===== config.mk =====
export PLATFORM = sky130hd
export DESIGN_NAME = vx_skid_pipe
export DESIGN_NICKNAME = d
export VERILOG_FILES = /design/src/rtl/vx_skid_pipe_pkg.sv /design/src/rtl/vx_skid_stage.sv /design/src/rtl/vx_skid_pipe.sv
export SDC_FILE = /design/constraint.sdc
export NUM_CORES = 1
export LEC_CHECK = 0
export CAP_MARGIN = 20
export CORE_AREA = 2 2 39 41
export CTS_BUF_LIST = sky130_fd_sc_hd__clkbuf_4 sky130_fd_sc_hd__clkbuf_8 sky130_fd_sc_hd__clkbuf_16
export CTS_CLUSTER_SIZE = 30
export DETAILED_ROUTE_END_ITERATION = 10
export DIE_AREA = 0 0 41 43
export DONT_BUFFER_PORTS = 1
export GPL_TIMING_DRIVEN = 0
export HOLD_SLACK_MARGIN = 0.12
export SYNTH_ARGS = -nofsm -noshare
export SYNTH_HDL_FRONTEND = slang
export SYNTH_SLANG_ARGS = --single-unit
export TNS_END_PERCENT = 30

===== constraint.sdc =====
create_clock -name clk -period 1.38 [get_ports clk]
set_input_delay 0.276 -clock clk [delete_from_list [all_inputs] [get_ports clk]]
set_output_delay 0.276 -clock clk [all_outputs]
set_load 0.05 [all_outputs]

===== src/rtl/vx_skid_pipe_pkg.sv =====
// Shared helpers for the skid pipe slice. Stage state encoding stays local to the stage.
package vx_skid_pipe_pkg;

  function automatic int cdiv(input int num, input int den);
    return (num + den - 1) / den;
  endfunction

endpackage


===== src/rtl/vx_skid_stage.sv =====
// One registered handshake stage: main + skid payload registers, fully registered
// valid_out/data_out and a registered ready_in.
module vx_skid_stage
  import vx_skid_pipe_pkg::*;
#(
  parameter int DATAW  = 1,
  parameter int RESETW = 0
) (
  input  logic             clk,
  input  logic             reset,
  input  logic             valid_in,
  input  logic [DATAW-1:0] data_in,
  output logic             ready_in,
  output logic             valid_out,
  output logic [DATAW-1:0] data_out,
  input  logic             ready_out,
  output logic [1:0]       state_o
);

  // Handshake: a side transfers only in a cycle where its valid and ready are both high.
  // Bit 0 of the state means "main held", bit 1 means "skid held".
  typedef enum logic [1:0] {
    ST_EMPTY = 2'b00,
    ST_BUSY  = 2'b01,
    ST_FULL  = 2'b11
  } state_e;

  localparam logic [DATAW-1:0] RST_MASK = ~({DATAW{1'b1}} >> RESETW);

  state_e           state_q, state_d;
  logic [DATAW-1:0] main_q, main_d;
  logic [DATAW-1:0] skid_q, skid_d;
  logic             fire_in, fire_out;

  assign ready_in  = ~state_q[1];
  assign valid_out = state_q[0];
  assign data_out  = main_q;
  assign state_o   = state_q;

  assign fire_in  = valid_in & ready_in;
  assign fire_out = valid_out & ready_out;

  always_comb begin
    state_d = state_q;
    main_d  = main_q;
    skid_d  = skid_q;
    case (state_q)
      ST_EMPTY: begin
        if (fire_in) begin
          state_d = ST_BUSY;
          main_d  = data_in;
        end
      end
      ST_BUSY: begin
        if (fire_in && fire_out) begin
          main_d = data_in;
        end else if (fire_in) begin
          state_d = ST_FULL;
          skid_d  = data_in;
        end else if (fire_out) begin
          state_d = ST_EMPTY;
        end
      end
      ST_FULL: begin
        if (fire_out) begin
          state_d = ST_BUSY;
          main_d  = skid_q;
        end
      end
      default: state_d = ST_EMPTY;
    endcase
  end

  always_ff @(posedge clk) begin
    if (reset) begin
      state_q <= ST_EMPTY;
    end else begin
      state_q <= state_d;
    end
  end

  // Only the top RESETW payload bits are cleared; the rest simply hold during reset.
  always_ff @(posedge clk) begin
    if (reset) begin
      main_q <= main_q & ~RST_MASK;
      skid_q <= skid_q & ~RST_MASK;
    end else begin
      main_q <= main_d;
      skid_q <= skid_d;
    end
  end

endmodule


===== src/rtl/vx_skid_pipe.sv =====
// Chain of DEPTH skid stages; DEPTH=0 collapses to a combinational pass-through.
module vx_skid_pipe
  import vx_skid_pipe_pkg::*;
#(
  parameter int DATAW  = 1,
  parameter int DEPTH  = 1,
  parameter int RESETW = 0
) (
  input  logic             clk,
  input  logic             reset,
  input  logic             valid_in,
  input  logic [DATAW-1:0] data_in,
  output logic             ready_in,
  output logic             valid_out,
  output logic [DATAW-1:0] data_out,
  input  logic             ready_out
);

  if (DEPTH == 0) begin : g_pass
    logic unused_clk_reset;
    assign unused_clk_reset = clk ^ reset;
    assign valid_out = valid_in;
    assign data_out  = data_in;
    assign ready_in  = ready_out;
  end else begin : g_pipe
    // Index k is the input side of stage k; index DEPTH is the pipe output.
    logic             valid_c [DEPTH+1];
    logic [DATAW-1:0] data_c  [DEPTH+1];
    logic             ready_c [DEPTH+1];
    logic [2*DEPTH-1:0] unused_state;

    assign valid_c[0]     = valid_in;
    assign data_c[0]      = data_in;
    assign ready_in       = ready_c[0];
    assign valid_out      = valid_c[DEPTH];
    assign data_out       = data_c[DEPTH];
    assign ready_c[DEPTH] = ready_out;

    for (genvar k = 0; k < DEPTH; k++) begin : g_stage
      vx_skid_stage #(
        .DATAW  (DATAW),
        .RESETW (RESETW)
      ) u_stage (
        .clk       (clk),
        .reset     (reset),
        .valid_in  (valid_c[k]),
        .data_in   (data_c[k]),
        .ready_in  (ready_c[k]),
        .valid_out (valid_c[k+1]),
        .data_out  (data_c[k+1]),
        .ready_out (ready_c[k+1]),
        .state_o   (unused_state[2*k +: 2])
      );
    end
  end

endmodule

==> summary.md, run 1 <==
| Metric | Value |
|---|---|
| Largest net degree at the start of global routing | `7` |
| Arrival @ worst endpoint | `approximately 1.9 ns` |
| Syn_nets | `36` |
| Cell family with most CP delay | `compound AO/OA/AOI/OAI gates` |
| Internal Power | `approximately 0.45 mW` |
| Dpl hpwl | `409.7 um` |
| Pwr dens | `around 1900 nW/um^2` |
| CP Max Fanout | `5` |
| Lkg Pwr | `between 0.15 and 0.2 nW` |
| Antenna cell count | `0` |
| Critical path data required time | `between 1 and 1.5 ns` |
| Vias in the first global route | `227` |
| Yosys reg bits | `4` |
| Slowest cell on the critical path | `dfxtp_4` |
| Maximum vdd ir drop | `0.7581 mV` |
| Setup Total Neg Slack | `-1.222 ns` |
| Switching Power | `~0.30 mW` |
| Port Buf Inserts | `0` |
| Layout fillers | `146` |
| Maximum clock path buffer count | `2` |
| Final critical-path required period | `1.757 ns` |
| Crit path launch | `g_pipe.g_stage[0].u_stage.state_o[1]$_SDFFE_PP0P_` |
| Clk root buf | `clkbuf_4` |
| Worst skew pair latency | `approximately 0.24 ns` |
| Area grow syn2layout | `37.93%` |
| RSZ-0062 raised after global routing | `yes` |
| Reg2Reg Setup Slack | `-0.38 ns` |
| Gpl congestion | `roughly 0.74` |
| Final WL | `about 620 um` |
| Num CTS Buffers | `3` |
| Final Util | `0.2893` |
| Netlist cell types | `19` |
| Register area | `between 100 and 150 um^2` |
| Initial antenna violation count | `0` |
| Tcrit/Tclk final | `1.273` |
| Vias | `216` |
| Area of the multi-input gates | `roughly 210 um^2` |
| Fin. Hold Viols | `0` |
| CP Class | `reg2reg` |
| Critical path depth in cells | `5` |
| Critical R2R Capture | `g_pipe.g_stage[0].u_stage.state_o[1]$_SDFFE_PP0P_` |
| Cell Chain, Critical Path | `clkinvlp_4 > ha_4 > a22oi_2 > a21boi_4 > mux2_4` |
| Final-stage net count | `44` |
| Post-DRT Antenna Nets | `0` |
| Drt pass-1 iters | `4` |
| Failing checks | `setup timing` |
| Min-delay worst type | `in2reg` |
| Mapped Avg Cell Area | `10.75 um^2` |
| Final slew viol count | `0` |
| Reg clk slew, reported paths | `about 0.040 ns` |
| Wirelength per Cell | `~12 um` |
| Setup WS post-layout | `-0.3769 ns` |
| H-Tree Depth | `1` |
| Worst Reg-to-Reg Cells | `5` |
| Synthesized area | `290.3 um^2` |
| Die X | `~41 um` |
| Switching part of the total | `0.4002` |
| CP Buf/Inv Count | `1` |
| Skew final | `roughly 0.0075 ns` |
| Core area | `roughly 1400 um^2` |
| Relative slew margins | `0.6933` |
| Die footprint | `~1800 um^2` |
| Max Cap Viol | `0` |
| CP Capture Type | `register` |
| Initial Utilization | `0.2098` |
| CTS tree | `done` |
| Post-Place Worst Slack | `-0.4215 ns` |
| Combinational Power Share | `0.412` |
| Sequential-to-total area share from yosys stat | `0.3448` |
| Max Freq | `roughly 570 MHz` |
| Clk network pwr share | `0.240` |
| Share of cells above drive strength 1 | `0.4412` |
| Sequential share of power | `0.349` |
| Drc violations | `0` |
| Die H | `about 43 um` |
| Worst-margin pin slew | `around 0.46 ns` |
| Outcome | `finished with violations` |
| DRT iter0 DRCs | `5` |
| CP endpoint | `g_pipe.g_stage[0].u_stage.state_o[1]$_SDFFE_PP0P_` |
| CP peak stage delay | `between 0.3 and 0.4 ns` |
| Total grt overflow | `0` |
| Final setup fails | `4` |
| Post-Syn Instances | `27` |
| R2R Path Start | `g_pipe.g_stage[0].u_stage.state_o[1]$_SDFFE_PP0P_` |
| # rows | `14` |
| First-pass GRT wire length | `959 um` |
| Detail-routed via count per cell | `around 4.3` |
| Synthesis Warnings | `0` |
| Hold Slack | `0.2188 ns` |
| Total Routing Usage GR | `0.08652` |
| Crit path launch type | `register` |
| Clk sink count | `4` |
| I/O Pins | `8` |
## metrics by stage
| stage | total power, mW | area, um^2 | cells |
|---|---|---|---|
| finish | 0.7460 | 400.4 | 50 |
| global route | 0.8003 | 400.4 | 50 |
| CTS | 0.7359 | 386.6 | 49 |
| detailed placement | 0.4728 | 311.5 | 43 |
| global placement | 0.4707 | 311.5 | 43 |
| floorplan | 0.4355 | 291.5 | 27 |
## cell usage after synthesis (all sizes together)
master	instances	area, um^2
nand3	1	5.000
dfxtp	2	40.04
xnor2	1	8.760
mux2	2	22.52
a22oi	1	12.51
a21boi	1	11.26
edfxtp	2	60.06
nor3	2	10.01
nand2	2	7.510
mux2i	1	10.01
a211o	1	8.760
inv	2	7.510
nand2b	2	20.02
o21ai	1	5.000
nor2	1	3.750
ha	4	50.05
nor3b	1	7.510
## layer usage
layer / share of wire / vias to the layer above / track usage
met1: 0.42 / 102 / 0.09385
met3: 0.035 / 0 / 0.06283
met4: 0 / 0 / 0.04000
li1: - / 110 / -
met2: 0.55 / 4 / 0.1219
met5: 0 / - / 0
## worst min-delay path by stage
stage                       start                                                 to  slack, ns  cells past startpoint
after floorplan           data_in         g_pipe.g_stage[0].u_stage.skid_q$_DFFE_PP_       0.37                      0
after global placement    data_in         g_pipe.g_stage[0].u_stage.skid_q$_DFFE_PP_       0.38                      0
after detailed placement  data_in         g_pipe.g_stage[0].u_stage.skid_q$_DFFE_PP_       0.38                      0
after CTS                 data_in         g_pipe.g_stage[0].u_stage.skid_q$_DFFE_PP_       0.13                      0
after global routing        reset  g_pipe.g_stage[0].u_stage.state_o[0]$_SDFFE_PP0P_       0.22                      2
final                       reset  g_pipe.g_stage[0].u_stage.state_o[0]$_SDFFE_PP0P_       0.22                      2
## cell type report
class                           instances  area share
Multi-Input combinational cell         21      0.5156
Sequential cell                         4      0.2687
Clock buffer                            4     0.07500
Timing Repair Buffer                    3     0.06250
Tap cell                               16     0.05000
Inverter                                2     0.02812
## power groups by stage
stage          registers (mW)  clock network [mW]  logic [mW]
6_report                0.260               0.179       0.307
5_1_grt                 0.264               0.199       0.337
4_1_cts                 0.261               0.185       0.290
3_5_place_dp            0.255                   0       0.218
3_3_place_gp            0.255                   0       0.216
2_1_floorplan           0.245                   0       0.191
## sequential cells by signal, indices dropped and copies added, names as in the netlist
| signal | count |
|---|---|
| g_pipe.g_stage.u_stage.skid_q | 1 |
| g_pipe.g_stage.u_stage.data_out | 1 |
| g_pipe.g_stage.u_stage.state_o | 2 |
## cell usage in the layout, fill, tap and decap left out, types with 2 or more instances in the layout
cell type	Yosys	routed
buf_4	0	2
clkbuf_4	0	4
edfxtp_1	2	2
dfxtp_4	0	2
nor3_1	2	2
nand2_1	2	2
ha_1	4	3
## what timing repair did
item / CTS / global route
pin swaps: 1 / 1
endpoints found under the setup margin: 5 / 4
endpoints found under the hold margin: 0 / 1
hold buffers: 0 / 1
gates resized for setup: 7 / 1
setup buffers: 2 / 0
gates cloned: 0 / 0
## cell families (layout without fill, tap and decap cells)
family | Yosys count | count (layout) | synth area share
compound gates | 4 | 4 | 0.1293
xor+xnor | 1 | 1 | 0.03018
fa+ha+maj | 4 | 4 | 0.1724
buf+inv | 2 | 9 | 0.02587
flops | 4 | 4 | 0.3448
mux | 3 | 3 | 0.1121
simple gates | 9 | 9 | 0.1853
No activity file was read; power rests on OpenSTA's default activity.
==> run 2: changes to the inputs <==
==> constraint.sdc (replaced) <==
create_clock -name clk -period 1.38 [get_ports clk]
set_input_delay 0.138 -clock clk [delete_from_list [all_inputs] [get_ports clk]]
set_output_delay 0.138 -clock clk [all_outputs]
set_load 0.05 [all_outputs]
==> run 2 against run 1 <==
- the run still ends with setup timing left
- flip-flop and latch count stayed put
- highest routed layer unchanged
- hold slack improved by 0.025 ns
- first-iteration DRC count unchanged
- routed wire length up 2.1%
- largest power group unchanged
- core utilization grew 0.72 points
- global-route usage grew 0.60 points
- sequential share of layout area is 0.66 points lower
- clock power hardly changed
- fmax about the same
- die area is the same
- clock-buffer cell count unchanged
- non-clock buffer count grew 1
==> summary.md, run 2 (same netlist as run 1, synthesis figures left out) <==
| Metric | Value |
|---|---|
| Largest net degree at the start of global routing | `7 (unchanged)` |
| Max reg flops | `2 (unchanged)` |
| Commonest non-fill, non-tap cell in the layout | `clkbuf_4 (unchanged)` |
| Final WL | `636 um (was 623 um)` |
| Drc violations | `0 (unchanged)` |
| Fin. Hold Viols | `0 (unchanged)` |
| Clk sink count | `4 (unchanged)` |
| Die X | `41 um (unchanged)` |
| Clk root buf | `clkbuf_4 (unchanged)` |
| CTS tree | `done (unchanged)` |
| Worst-margin pin slew | `0.4609 ns (about the same)` |
| Worst skew pair latency | `0.24 ns (about the same)` |
| Tcrit/Tclk final | `1.273 (about the same)` |
| CP Max Fanout | `5 (unchanged)` |
| Final-stage net count | `45 (was 44)` |
| Dpl hpwl | `409.7 um (unchanged)` |
| DRT iter0 DRCs | `5 (unchanged)` |
| Vias | `222 (was 216)` |
| Switching Power | `0.3012 mW (was 0.2986 mW)` |
| Max Freq | `569.1 MHz (was 569.2 MHz)` |
| Num CTS Buffers | `3 (unchanged)` |
| Arrival @ worst endpoint | `1.87 ns (about the same)` |
| Vias in the first global route | `243 (was 227)` |
| Internal Power | `0.4496 mW (was 0.4474 mW)` |
| Reg clk slew, reported paths | `0.03 ns (was 0.04 ns)` |
| Outcome | `finished with violations (unchanged)` |
| RSZ-0062 raised after global routing | `yes (unchanged)` |
| Skew final | `0.007725 ns (was 0.007498 ns)` |
| Final slew viol count | `0 (unchanged)` |
| Maximum vdd ir drop | `0.7584 mV (was 0.7581 mV)` |
| Total grt overflow | `0 (unchanged)` |
| Reg2Reg Setup Slack | `-0.38 ns (about the same)` |
| Pwr dens | `1830 nW/um^2 (was 1863 nW/um^2)` |
| Detail-routed via count per cell | `4.353 (was 4.320)` |
| Combinational Power Share | `0.416 (was 0.412)` |
| Die H | `43 um (unchanged)` |
| Placed cells | `43 (unchanged)` |
| Wirelength per Cell | `12.47 um (was 12.46 um)` |
| Gpl congestion | `0.7387 (unchanged)` |
| Drt pass-1 iters | `4 (unchanged)` |
| Setup WS post-layout | `-0.3773 ns (was -0.3769 ns)` |
| Port Buf Inserts | `0 (unchanged)` |
| Final critical-path required period | `1.757 ns (about the same)` |
| Clk network pwr share | `0.237 (was 0.240)` |
| CP Capture Type | `register (unchanged)` |
| Min-delay worst type | `in2reg (unchanged)` |
| Most frequent cells in the layout | `clkbuf_4 (4), ha_1 (3) (unchanged)` |
| Share of cells above drive strength 1 | `0.4286 (was 0.4412)` |
| Max Cap Viol | `0 (unchanged)` |
| Layout Cells excl Fill | `51 (was 50)` |
| I/O Pins | `8 (unchanged)` |
| Antenna cell count | `0 (unchanged)` |
| Initial antenna violation count | `0 (unchanged)` |
| Initial Utilization | `0.2098 (unchanged)` |
| Lkg Pwr | `0.1652 nW (was 0.1610 nW)` |
| Total Routing Usage GR | `0.09256 (was 0.08652)` |
| Sequential share of power | `0.347 (was 0.349)` |
| Setup Total Neg Slack | `-1.235 ns (was -1.222 ns)` |
| Final Total Pwr | `0.7508 mW (was 0.7460 mW)` |
| Switching part of the total | `0.4012 (was 0.4002)` |
| Maximum clock path buffer count | `2 (unchanged)` |
| Core area | `1384 um^2 (unchanged)` |
| Post-DRT Antenna Nets | `0 (unchanged)` |
| Design area | `410.4 um^2 (was 400.4 um^2)` |
| Crit path launch type | `register (unchanged)` |
| First-pass GRT wire length | `1035 um (was 959 um)` |
| Relative slew margins | `0.6934 (was 0.6933)` |
| Final setup fails | `4 (unchanged)` |
| Dpl cell area | `311.5 um^2 (unchanged)` |
| CP Class | `reg2reg (unchanged)` |
| # rows | `14 (unchanged)` |
| Failing checks | `setup timing (unchanged)` |
| H-Tree Depth | `1 (unchanged)` |
| Die footprint | `1763 um^2 (unchanged)` |
| Area grow syn2layout | `41.38% (was 37.93%)` |
| Critical path data required time | `1.49 ns (about the same)` |
## run 2: layout make-up
type                            instances  area (um^2)
Multi-Input combinational cell         21        206.4
Clock buffer                            4        30.03
Sequential cell                         4        107.6
Inverter                                2        11.26
Tap cell                               16        20.02
Fill cell                             145        973.4
Timing Repair Buffer                    4        35.03
## run 2: worst paths after layout
kind,cells past startpoint,startpoint,endpoint
setup / recovery,5,g_pipe.g_stage[0].u_stage.state_o[1]$_SDFFE_PP0P_,g_pipe.g_stage[0].u_stage.state_o[1]$_SDFFE_PP0P_
hold / removal,2,reset,g_pipe.g_stage[0].u_stage.state_o[1]$_SDFFE_PP0P_
setup reg to reg,5,g_pipe.g_stage[0].u_stage.state_o[1]$_SDFFE_PP0P_,g_pipe.g_stage[0].u_stage.state_o[1]$_SDFFE_PP0P_
hold reg to reg,1,g_pipe.g_stage[0].u_stage.skid_q$_DFFE_PP_,g_pipe.g_stage[0].u_stage.data_out$_DFFE_PP_
## run 2: metrics by stage
stage,util,hold slack [ns],setup slack (ns)
6_report,0.2966,0.2441,-0.3773
4_1_cts,0.2939,0.2160,-0.3687
5_1_grt,0.2966,0.2302,-0.4208
3_5_place_dp,0.2251,0.2370,-0.4215
3_3_place_gp,0.2251,0.2370,-0.4098
2_1_floorplan,-,0.2369,-0.2988
## run 2: critical path, stage by stage, from the launching register on
cell and delay (ns):
dfxtp_4 0.35, clkinvlp_4 0.30, ha_4 0.28, a22oi_2 0.17, a21boi_4 0.23, mux2_4 0.32
## run 2: routing by layer
layer / vias up / track usage / part of all wire / wire (um)
met5: - / 0 / 0 / 0
met4: 0 / 0.04000 / 0 / 0
met3: 0 / 0.06283 / 0.038 / 24
met2: 4 / 0.1344 / 0.54 / 345
met1: 103 / 0.1003 / 0.42 / 265
li1: 115 / - / - / -
## run 2: power by group through the flow
stage	sequential [mW]	clock [mW]	combinational, mW
after detailed placement	0.255	0	0.218
after global routing	0.264	0.199	0.346
after CTS	0.261	0.185	0.296
after floorplan	0.245	0	0.191
final	0.260	0.178	0.313
after global placement	0.255	0	0.216
## run 2: what timing repair did
action / in CTS / in global routing
pin swaps: 1 / 1
endpoints found under the hold margin: 6 / 0
resized for setup: 7 / 1
gates cloned: 0 / 0
hold buffers: 2 / 0
buffers inserted: 2 / 0
endpoints found under the setup margin: 5 / 4
==> run 3: changes to the inputs <==
--- a/config.mk
+++ b/config.mk
@@ -5,6 +5,7 @@
 export SDC_FILE = /design/constraint.sdc
 export NUM_CORES = 1
 export LEC_CHECK = 0
+export ABC_AREA = 1
 export CAP_MARGIN = 20
 export CORE_AREA = 2 2 39 41
 export CTS_BUF_LIST = sky130_fd_sc_hd__clkbuf_4 sky130_fd_sc_hd__clkbuf_8 sky130_fd_sc_hd__clkbuf_16
==> run 3 against run 2 <==
- the run now ends clean
- routed wire length shrank 1.7%
- critical path depth is the same
- hold slack lost 0.019 ns
- fmax grew 31%
- clock-buffer cell count is the same
- largest cell class unchanged
- non-clock buffer count shrank 2
- setup slack gained 0.42 ns
- register-to-register slack gained 0.42 ns
==> summary.md, run 3 <==
| Metric | Value |
|---|---|
| Yosys reg bits | `4 (unchanged)` |
| Final setup fails | `0 (was 4)` |
| Worst-margin pin slew | `0.4531 ns (was 0.4609 ns)` |
| Lkg Pwr | `0.2007 nW (was 0.1652 nW)` |
| EDFF count, synth | `2 (unchanged)` |
| Sequential share of power | `0.343 (was 0.347)` |
| Tcrit/Tclk final | `0.9704 (was 1.273)` |
| Relative slew margins | `0.6986 (was 0.6934)` |
| Wirelength per Cell | `9.328 um (was 12.47 um)` |
| Final WL | `625 um (was 636 um)` |
| Vias in the first global route | `288 (was 243)` |
| Syn_nets | `54 (was 36)` |
| Post-CTS Setup Inserts | `0 (was 2)` |
| Cell with the most instances after synthesis | `nand2_1 (was ha_1)` |
| CP Max Fanout | `6 (was 5)` |
| Share of the synthesized area in the top cell type | `0.1839 (was 0.2069)` |
| Netlist cell types | `13 (was 19)` |
| Final-stage net count | `61 (was 45)` |
| Critical R2R Capture | `g_pipe.g_stage[0].u_stage.data_out$_DFFE_PP_ (was g_pipe.g_stage[0].u_stage.state_o[1]$_SDFFE_PP0P_)` |
| Maximum vdd ir drop | `0.5381 mV (was 0.7584 mV)` |
| Setup Total Neg Slack | `0 ns (was -1.235 ns)` |
| Initial antenna violation count | `0 (unchanged)` |
| Die X | `41 um (unchanged)` |
| Min-delay worst type | `in2reg (unchanged)` |
| CTS tree | `done (unchanged)` |
| Worst skew pair latency | `0.24 ns (about the same)` |
| H-Tree Depth | `1 (unchanged)` |
| Antenna cell count | `0 (unchanged)` |
| Most frequent cells in the layout | `nand2_2 (8), nand2_1 (7), nand3_1 (6), nor2_1 (5), clkbuf_4 (4) (was clkbuf_4 (4), ha_1 (3))` |
| Final critical-path required period | `1.339 ns (was 1.757 ns)` |
| Die H | `43 um (unchanged)` |
| Mapped Avg Cell Area | `7.257 um^2 (was 10.75 um^2)` |
| Critical path data required time | `1.32 ns (was 1.49 ns)` |
| Hold worst-path end | `g_pipe.g_stage[0].u_stage.skid_q$_DFFE_PP_ (was g_pipe.g_stage[0].u_stage.state_o[1]$_SDFFE_PP0P_)` |
| Share of cells above drive strength 1 | `0.4510 (was 0.4286)` |
| CP Capture Type | `register (unchanged)` |
| Core area | `1384 um^2 (unchanged)` |
| Area leader, netlist | `edfxtp_1 (unchanged)` |
| Crit path launch | `g_pipe.g_stage[0].u_stage.state_o[0]$_SDFFE_PP0P_ (was g_pipe.g_stage[0].u_stage.state_o[1]$_SDFFE_PP0P_)` |
| Internal Power | `0.4604 mW (was 0.4496 mW)` |
| Area grow syn2layout | `36.78% (was 41.38%)` |
| Commonest cells in the synthesized netlist | `nand2_1 (9), nand2_2 (6), nand3_1 (6), inv_1 (5), nor2_1 (5)` |
| Hold Path Depth | `2 (unchanged)` |
| Post-Syn Instances | `45 (was 27)` |
| Combinational Power Share | `0.453 (was 0.416)` |
| Switching part of the total | `0.4783 (was 0.4012)` |
| Drt pass-1 iters | `3 (was 4)` |
| Setup WS post-layout | `0.04090 ns (was -0.3773 ns)` |
| Vias | `285 (was 222)` |
| Outcome | `finished, final reports clean (was finished with violations)` |
| Top FF cell, synth | `edfxtp_1 (unchanged)` |
| Largest cells by area after synthesis | `edfxtp_1 (18%), ha_1 (15%), dfxtp_1 (12%) (was edfxtp_1 (21%), ha_1 (17%), dfxtp_1 (14%))` |
| Max Freq | `746.8 MHz (was 569.1 MHz)` |
| Commonest non-fill, non-tap cell in the layout | `nand2_2 (was clkbuf_4)` |
| Hold Slack | `0.2250 ns (was 0.2441 ns)` |
| Synthesis Warnings | `0 (unchanged)` |
| Reg2Reg Setup Slack | `0.04 ns (was -0.38 ns)` |
| Die footprint | `1763 um^2 (unchanged)` |
| Sequential-to-total area share from yosys stat | `0.3065 (was 0.3448)` |
| Max Cap Viol | `0 (unchanged)` |
| Dpl hpwl | `489.4 um (was 409.7 um)` |
| Design area | `446.7 um^2 (was 410.4 um^2)` |
| Port Buf Inserts | `0 (unchanged)` |
| Clk sink count | `4 (unchanged)` |
| Num CTS Buffers | `3 (unchanged)` |
| Worst Min Path Start | `valid_in (was reset)` |
| Post-DRT Antenna Nets | `0 (unchanged)` |
| CP Class | `reg2reg (unchanged)` |
| Skew final | `0.01067 ns (was 0.007725 ns)` |
| Pwr dens | `1976 nW/um^2 (was 1830 nW/um^2)` |
| DRT iter0 DRCs | `4 (was 5)` |
| Clk root buf | `clkbuf_4 (unchanged)` |
| First-pass GRT wire length | `1028 um (was 1035 um)` |
| Drc violations | `0 (unchanged)` |
| Dpl cell area | `352.8 um^2 (was 311.5 um^2)` |
| Final Total Pwr | `0.8825 mW (was 0.7508 mW)` |
| I/O Pins | `8 (unchanged)` |
| Reg clk slew, reported paths | `0.05 ns (was 0.03 ns)` |
| Post-Place Worst Slack | `-0.1555 ns (was -0.4215 ns)` |
| Clk network pwr share | `0.205 (was 0.237)` |
| Switching Power | `0.4221 mW (was 0.3012 mW)` |
| Initial Utilization | `0.2360 (was 0.2098)` |
| Worst Reg-to-Reg Cells | `5 (unchanged)` |
| Arrival @ worst endpoint | `1.28 ns (was 1.87 ns)` |
| Synthesized area | `326.6 um^2 (was 290.3 um^2)` |
| Total grt overflow | `0 (unchanged)` |
| Maximum clock path buffer count | `2 (unchanged)` |
| Max reg flops | `2 (unchanged)` |
| Fin. Hold Viols | `0 (unchanged)` |
| Crit path launch type | `register (unchanged)` |
| Detail-routed via count per cell | `4.254 (was 4.353)` |
| Gpl congestion | `0.6703 (was 0.7387)` |
| # rows | `14 (unchanged)` |
| Total Routing Usage GR | `0.08526 (was 0.09256)` |
| Final slew viol count | `0 (unchanged)` |
| Largest net degree at the start of global routing | `7 (unchanged)` |
| R2R Path Start | `g_pipe.g_stage[0].u_stage.state_o[0]$_SDFFE_PP0P_ (was g_pipe.g_stage[0].u_stage.state_o[1]$_SDFFE_PP0P_)` |
| Ys async rst share | `0 (unchanged)` |
==> run 3: cell types whose count changed in the layout (fill, tap and decap cells not counted), moves of 2 or more <==
cell / before / now
nand2_2: 0 / 8
nand2_1: 2 / 7
nand3_1: 1 / 6
nor2_1: 1 / 5
buf_4: 2 / 0
ha_1: 3 / 1
inv_1: 1 / 3
inv_2: 0 / 2
==> run 3: what timing repair did <==
action,in CTS,in global routing
pin swaps,0,3
endpoints found under the setup margin,4,2
hold endpoints to repair,5,0
hold buffers,2,0
resized for setup,5,8
==> run 3: critical path, stage by stage (launching register included) <==
cell      delay (ns)
dfxtp_4         0.49
inv_4           0.06
ha_4            0.16
nand2_2         0.05
nand2_2         0.08
a211oi_2        0.21
==> run 3: through the flow <==
step             util  cells
5_1_grt        0.3228     67
4_1_cts        0.3047     67
6_report       0.3228     67
3_5_place_dp   0.2550     61
2_1_floorplan       -     45
3_3_place_gp   0.2550     61
==> run 3: power groups by stage <==
| stage | Sequential, mW | Combinational [mW] | Clock [mW] |
|---|---|---|---|
| floorplan | 0.277 | 0.285 | 0 |
| global placement | 0.288 | 0.329 | 0 |
| detailed placement | 0.288 | 0.325 | 0 |
| CTS | 0.297 | 0.359 | 0.193 |
| global route | 0.309 | 0.457 | 0.204 |
| finish | 0.302 | 0.400 | 0.181 |
==> run 3: worst max-delay path by stage <==
stage	endpoint	slack, ns	cells past startpoint
6_report	g_pipe.g_stage[0].u_stage.data_out$_DFFE_PP_	0.04	5
5_1_grt	g_pipe.g_stage[0].u_stage.data_out$_DFFE_PP_	-0.005	5
4_1_cts	g_pipe.g_stage[0].u_stage.data_out$_DFFE_PP_	0.001	5
3_5_place_dp	g_pipe.g_stage[0].u_stage.skid_q$_DFFE_PP_	-0.16	4
3_3_place_gp	g_pipe.g_stage[0].u_stage.skid_q$_DFFE_PP_	-0.14	4
2_1_floorplan	g_pipe.g_stage[0].u_stage.data_out$_DFFE_PP_	0.003	3
==> run 3: kinds of logic (layout without fill, tap and decap cells) <==
kind of cell             count (synthesis)  in the layout  synth area share
AND/OR/NAND/NOR                         28             28            0.4023
multiplexers                             1              1           0.03448
AO/OA/AOI/OAI                            1              1           0.02300
flip-flops                               4              4            0.3065
adder cells (fa/ha/maj)                  4              4            0.1533
buffers and inverters                    7             13           0.08047
==> run 3: cell type report <==
class,count,area [um^2]
Timing Repair Buffer,2,20.02
Clock buffer,4,30.03
Sequential cell,4,105.1
Multi-Input combinational cell,34,237.7
Inverter,7,33.78
Tap cell,16,20.02
Fill cell,156,937.1
==> run 3: routing by layer <==
layer	up-vias	track usage	wire, um	share of wire
met1	127	0.09615	291	0.47
met3	0	0.04712	7	0.011
met4	0	0.02000	0	0
met5	-	0	0	0
met2	3	0.1344	325	0.52
li1	155	-	-	-
